### config.mk
export PLATFORM = sky130hd
export DESIGN_NAME = mem_arbiter
export DESIGN_NICKNAME = d
export VERILOG_FILES = /design/src/rtl/mem_arbiter_pkg.sv /design/src/rtl/mem_arbiter_starve_cnt.sv /design/src/rtl/mem_arbiter.sv
export SDC_FILE = /design/constraint.sdc
export NUM_CORES = 1
export LEC_CHECK = 0
export BUFFER_PORTS_ARGS = -buffer_cell sky130_fd_sc_hd__buf_2
export CORE_AREA = 2 2 60 90
export CTS_CLUSTER_SIZE = 28
export DETAILED_ROUTE_END_ITERATION = 6
export DIE_AREA = 0 0 62 92
export GPL_TIMING_DRIVEN = 0
export HOLD_SLACK_MARGIN = 0.06
export PLACE_DENSITY = 0.78
export SYNTH_ARGS = -nofsm -noshare
export SYNTH_HDL_FRONTEND = slang
export SYNTH_SLANG_ARGS = --single-unit
### constraint.sdc
create_clock -name clk -period 1.55 [get_ports clk]
set_input_delay 0.0775 -clock clk [delete_from_list [all_inputs] [get_ports clk]]
set_output_delay 0.0775 -clock clk [all_outputs]
set_load 0.02 [all_outputs]
### src/rtl/mem_arbiter_pkg.sv
// mem_arbiter_pkg: shared FSM encodings, owner codes and default starvation limit for mem_arbiter
package mem_arbiter_pkg;

  // Arbiter FSM states, 3-bit encoded
  typedef enum logic [2:0] {
    IDLE   = 3'd0,
    REQ_I  = 3'd1,
    REQ_D  = 3'd2,
    WAIT_I = 3'd3,
    WAIT_D = 3'd4
  } state_e;

  // Owner of the granted transaction
  typedef enum logic {
    OWN_I = 1'b0,
    OWN_D = 1'b1
  } owner_e;

  // Default number of consecutive data grants tolerated while fetch waits
  localparam int STARVE_LIMIT_DEF = 4;

endpackage

### src/rtl/mem_arbiter_starve_cnt.sv
// mem_arbiter_starve_cnt: saturating data-grant counter for the fetch starvation guard (built only with MEM_ARBITER_STARVE_GUARD_EN)
`ifdef MEM_ARBITER_STARVE_GUARD_EN
module mem_arbiter_starve_cnt
  import mem_arbiter_pkg::*;
#(
  parameter int LIMIT = STARVE_LIMIT_DEF
) (
  input  logic clk,
  input  logic rst,
  input  logic inc,
  input  logic clr,
  output logic hit
);

  localparam logic [3:0] LIM = 4'(LIMIT);

  logic [3:0] cnt_q, cnt_d;

  // Clear wins over increment; increment stops at the limit
  always_comb begin
    cnt_d = clr ? 4'd0 : (inc && cnt_q != LIM) ? cnt_q + 4'd1 : cnt_q;
  end

  // Count register, cleared by asynchronous active-low reset
  always_ff @(posedge clk or negedge rst) begin
    if (!rst) cnt_q <= 4'd0;
    else      cnt_q <= cnt_d;
  end

  assign hit = (cnt_q == LIM);

endmodule
`endif

### src/rtl/mem_arbiter.sv
// mem_arbiter: single-port memory arbiter between fetch and data stages; MEM_ARBITER_STARVE_GUARD_EN adds a fetch starvation guard
module mem_arbiter
  import mem_arbiter_pkg::*;
#(
  parameter int STARVE_LIMIT = STARVE_LIMIT_DEF
) (
  input  logic        clk,
  input  logic        rst,
  input  logic        halt,
  input  logic        if_req,
  input  logic [15:0] if_addr,
  output logic        if_done,
  output logic [15:0] if_rdata,
  output logic        if_stall,
  input  logic        dm_req,
  input  logic        dm_wr,
  input  logic [15:0] dm_addr,
  input  logic [15:0] dm_wdata,
  output logic        dm_done,
  output logic [15:0] dm_rdata,
  output logic        dm_stall,
  output logic        mem_req,
  output logic        mem_wr,
  output logic [15:0] mem_addr,
  output logic [15:0] mem_wdata,
  input  logic        mem_done,
  input  logic [15:0] mem_rdata
);

  state_e      state_q, state_d;
  logic [15:0] addr_q, addr_d;
  logic [15:0] wdata_q, wdata_d;
  logic        wr_q, wr_d;
  logic        req_q, req_d;
  logic        if_pend;
  logic        force_f;
  logic        gnt_d;
  logic        gnt_f;
  logic        idle;
  owner_e      own;

  assign idle    = (state_q == IDLE);
  assign if_pend = if_req & ~halt;

`ifdef MEM_ARBITER_STARVE_GUARD_EN
  logic hit;

  mem_arbiter_starve_cnt #(
    .LIMIT(STARVE_LIMIT)
  ) u_starve_cnt (
    .clk(clk),
    .rst(rst),
    .inc(idle & gnt_d & if_pend),
    .clr(idle & gnt_f),
    .hit(hit)
  );

  assign force_f = hit & if_pend;
`else
  // Strict data priority; the limit is kept only so both builds share one interface
  assign force_f = 1'b0 & (STARVE_LIMIT != 0);
`endif

  assign gnt_d = dm_req & ~force_f;
  assign gnt_f = if_pend & ~gnt_d;
  assign own   = gnt_d ? OWN_D : OWN_I;

  // Next-state logic: grant in IDLE, strobe for one cycle, wait for memory completion
  always_comb begin
    state_d = state_q;
    addr_d  = addr_q;
    wr_d    = wr_q;
    wdata_d = wdata_q;
    req_d   = 1'b0;
    case (state_q)
      IDLE: begin
        if (gnt_d || gnt_f) begin
          state_d = (own == OWN_D) ? REQ_D : REQ_I;
          addr_d  = (own == OWN_D) ? dm_addr : if_addr;
          wr_d    = (own == OWN_D) & dm_wr;
          wdata_d = (own == OWN_D) ? dm_wdata : 16'h0000;
          req_d   = 1'b1;
        end
      end
      REQ_I:          state_d = WAIT_I;
      REQ_D:          state_d = WAIT_D;
      WAIT_I, WAIT_D: state_d = mem_done ? IDLE : state_q;
      default:        state_d = IDLE;
    endcase
  end

  // State and memory-side registers; a reset abandons any transaction in flight
  always_ff @(posedge clk or negedge rst) begin
    if (!rst) begin
      state_q <= IDLE;
      addr_q  <= 16'h0000;
      wr_q    <= 1'b0;
      wdata_q <= 16'h0000;
      req_q   <= 1'b0;
    end else begin
      state_q <= state_d;
      addr_q  <= addr_d;
      wr_q    <= wr_d;
      wdata_q <= wdata_d;
      req_q   <= req_d;
    end
  end

  assign mem_req   = req_q;
  assign mem_wr    = wr_q;
  assign mem_addr  = addr_q;
  assign mem_wdata = wdata_q;

  assign if_done  = mem_done & (state_q == WAIT_I);
  assign dm_done  = mem_done & (state_q == WAIT_D);
  assign if_rdata = mem_rdata;
  assign dm_rdata = mem_rdata;
  assign if_stall = if_req & ~if_done & ~halt;
  assign dm_stall = dm_req & ~dm_done;

endmodule
## Yosys cells after proc, flatten, opt, wreduce, memory -nomap -nowiden

Cells that the tools add are included.

| word-level totals | value |
|---|---|
| bits in registers | 37 |
| input port bits | 71 |
| word-level logic and storage cells | 37 |

| cells by class | value |
|---|---|
| equality and inequality tests | 6 |
| multiplexer cells | 9 |
| bitwise operators | 12 |
| reductions and logical operators | 5 |

Operators by type and width:

| kind | number |
|---|---|
| $mux 16 | 2 |
| $pmux 3 s4 | 1 |
| $and 1x1->1 | 8 |
| $eq 3x2->1 const B | 2 |
| $mux 3 | 2 |
| $not 1->1 | 4 |
| $reduce_and 2->1 | 2 |
| $eq 3x1->1 const B | 1 |
| $eq 3x3->1 const B | 1 |
| $logic_not 3->1 | 1 |
| $mux 1 | 3 |
| $mux 2 | 1 |
| $ne 2x1->1 const B | 1 |
| $ne 2x2->1 const B | 1 |
| $reduce_or 2->1 | 1 |
| $logic_or 1x1->1 | 1 |

## Logic depth before layout (Yosys ltp)

| logic depth | value |
|---|---|
| word-level depth | 6 |
| depth in mapped cells | 5 |
| mapped depth without buffers | 3 |

## Least setup slack after synthesis

No wires, ideal clock.

| timing | value |
|---|---|
| path kind | reg-to-reg |
| from | register state_q[2] |
| to | register addr_q[10] (netlist: mem_addr[10]) |
| setup time | 125 ps |
| data arrival time | 1,224 ps |
| required time | 1,425 ps |
| setup slack | 200 ps |
| stages on the path, launching flop included | 5 |
| path buffers | 1 |
| path through | dfrtp_1 > nor3_2 > o21ai_2 > buf_6 > mux2_4 |

| on the way | value |
|---|---|
| word-level cells in the longest chain between the ends | 2 |

Ends and longest elaborated chain:

| item | line | text |
|---|---|---|
| from (decl) | mem_arbiter.sv:30 | `state_e state_q, state_d;` |
| from (signal assigned) | mem_arbiter.sv:101 | `state_q <= state_d;` |
| $logic_not 3->1 | mem_arbiter.sv:75 | `case (state_q)` |
| $reduce_and 2->1 (no source line) | n/a |  |
| to (signal assigned) | mem_arbiter.sv:102 | `addr_q <= addr_d;` |
| to (decl) | mem_arbiter.sv:31 | `logic [15:0] addr_q, addr_d;` |

Every way passes these cells.
A chain may end at the register's enable or synchronous reset.

## Final worst setup path

| timing | value |
|---|---|
| from | register state_q[0] |
| to | register addr_q[4] (netlist: mem_addr[4]) |

Same word-level chain as after synthesis.

==> results.toml <==
[run_status]
outcome = "finished, final reports clean"

[critical_path]
critical_path_class = "register to register"
worstPathRequired_ns = 1.72
cpMaxStageDelayCell = "dfrtp_2"
max_stage_delay_ns = 0.46
startpoint_type = "register"
worstPathArrival_ns = 1.62
path_cells = "nor3_4, o21ai_4, buf_6, mux2_4"
crit_path_max_fanout = 10
cp-end-kind = "register"

[synthesis]
yosys_warnings = 0
synth_edf_count = 0
yosysMostFrequentCell = "dfrtp_1"
seq_area_frac_synth_pct = 48.9
synth_top_flop_cell = "dfrtp_1"
yosysTopAreaCellShare_pct = 48.9
async_reset_ff_share_pct = 100
synthesis.area_um2 = 1890
synth_area_leader_cell = "dfrtp_1"
syn_inst = 145
syn_nets = 216
synth_area_leaders = "dfrtp_1 (49%), buf_4 (13%), mux2_2 (12%), mux2_4 (9.5%), a22o_1 (7.9%)"
avgSynthCellArea_um2 = 13.0
ys_seq_elements = 37
ys_types = 22
synth_common_cells = "dfrtp_1 (37), buf_4 (33), mux2_2 (20)"

[pwr]
p_leak_uw = 0.00157
switching_share_pct = 38.9
switchingPower_uw = 1880
vdd_drop_max_mv = 1.01
power.density_nw_per_um2 = 1670
clockPowerShare_pct = 14.4
pwr-share-comb_pct = 50.1
power_frac_seq_pct = 35.5
p_int_uw = 2960

[sta]
period_share_pct = 93.8
finalMaxSlewViolations = 0
finClkSkew_ns = 0.00315
worstMarginPinSlew_ns = 0.799
fin_setup_tns_ns = 0
setup_viol = 0
slew_headroom_pct = 46.8
rsz0062_at_grt = "no"
hold_violations = 0
clock.fmax_mhz = 688
holdWs_ns = 0.118
min_period_ns = 1.45

[layout]
fillCellCount = 448
diodes = 0
layout-area-overhead-vs-synth_pct = 53.0
nets = 365
drive_gt1_share_pct = 69.8
stdcell_area_um2 = 2890

[clock_network]
cts_root_buffer = "clkbuf_8"
clockBufferDepth = 2
clock_sinks = 37
path_clk_slew_ns = 0.08
htree_levels = 2
cts_tree = "done"
numCtsBuffers = 5
cts_setup_buffers = 0
insertion_delay_ns = 0.28

[placed_design]
port_buffers = 124
place_hpwl_um = 3320
place_area_um2 = 2600
gp_congestion = 0.722

[hold_path]
hold_path_class = "input pin to register"

[global_route]
grt_max_degree = 38
overflow = 0
grt_use_total_pct = 16.2
first_global_vias = 1664
grt_pass1_wl_um = 7020
antenna_found_initial = 0

[routing]
via_per_inst = 4.53
firstDrtPassIters = 4
postRouteAntennaNets = 0
dr_total_vias = 1646
drc = 0
routed_wirelength_um = 4510
wire_per_inst_um = 12.4
drt_iter0_markers = 36

[run]
maxCapViolations = 0

[floorplanning]
die_h_um = 92
std_cell_rows = 32
die_w_um = 62
die_area_um2 = 5700
initial_core_util_pct = 37.8
fp.coreArea_um2 = 5000
io_pins = 141
[final cells by class]
class,count,area [um^2],area share (%)
clock buffers,6,82.6,2.85
multi-input cells,68,687,23.7
flip-flops and latches,37,928,32.1
repair buffers,142,801,27.7
well taps,68,85.1,2.94
clock inverters,2,13.8,0.476
plain buffers,39,293,10.1
inverters,1,3.75,0.130
[routing by layer]
metal | share of wire, % | wire (um) | GRT usage [%]
met1 | 37 | 1660 | 17.0
met2 | 54 | 2460 | 29.1
met3 | 6.7 | 302 | 4.09
met4 | 1.9 | 87 | 6.38
met5 | 0 | 0 | 0
[critical path: cells and delay by family (launching register included)]
| kind | cells | cell delay [ns] |
|---|---|---|
| DFF | 1 | 0.46 |
| and+or+nand+nor | 1 | 0.24 |
| muxes | 1 | 0.30 |
| AOI/OAI and AO/OA | 1 | 0.14 |
| buffers and inverters | 1 | 0.19 |
[path summary, 6_finish.rpt]
kind,start,endpoint,slack (ns),depth (start not counted)
setup reg to reg,state_q[0]$_DFFE_PN0P_,mem_addr[4]$_DFFE_PN0P_,0.1,4
min in group asynchronous,rst,mem_addr[8]$_DFFE_PN0P_,0.43,2
hold reg to reg,mem_wdata[5]$_DFFE_PN0P_,mem_wdata[5]$_DFFE_PN0P_,0.50,1
max in group asynchronous,rst,state_q[1]$_DFFE_PN0P_,0.57,2
hold / removal,mem_done,state_q[1]$_DFFE_PN0P_,0.12,3
setup / recovery,state_q[0]$_DFFE_PN0P_,mem_addr[4]$_DFFE_PN0P_,0.1,4
[logic make-up (layout without fill, tap and decap cells)]
family,Yosys count,count (layout),share of synthesized area [%]
and+or+nand+nor,13,13,3.97
buffers and inverters,40,190,15.5
AOI/OAI and AO/OA,22,22,9.66
DFF,37,37,48.9
muxes,33,33,22.0
[power groups by stage]
stage	registers (uW)	clock network, uW	logic [uW]
final	1720	697	2430
after CTS	1700	733	2430
after detailed placement	1710	0	2390
after global placement	1690	0	2350
after global routing	1780	763	2610
after floorplan	2220	0	1120
[cells in the final DEF, fill, tap and decap left out, types with 3 or more instances in the layout]
cell,synthesis,layout
dfrtp_1,37,35
buf_6,2,3
mux2_2,20,20
buf_2,3,127
clkbuf_8,0,6
a22o_1,17,17
dlygate4sd3_1,0,18
nor2_1,4,4
buf_4,33,32
nor2b_1,3,3
mux2_4,12,12
[flip-flops by register name, summed over array words and instances, names as in the netlist]
register,cells
mem_wdata,16
state_q,3
mem_req,1
mem_wr,1
mem_addr,16
[through the flow]
stage / setup WS (ns) / total power [uW] / cells / utilization [%]
floorplan: 0.200 / 3340 / 145 / -
global placement: 0.0631 / 4030 / 337 / 51.9
detailed placement: 0.0517 / 4100 / 337 / 51.9
CTS: 0.0339 / 4860 / 363 / 57.4
global route: 0.00157 / 5160 / 363 / 57.8
finish: 0.0960 / 4840 / 363 / 57.8
[timing repair]
| item | 4_1_cts | 5_1_grt |
|---|---|---|
| gates resized for setup | 0 | 5 |
| endpoints found under the setup margin | 0 | 22 |
| hold buffers | 18 | 0 |
| hold endpoints to repair | 54 | 0 |
Note: power is estimated with default switching activity, not from simulation.
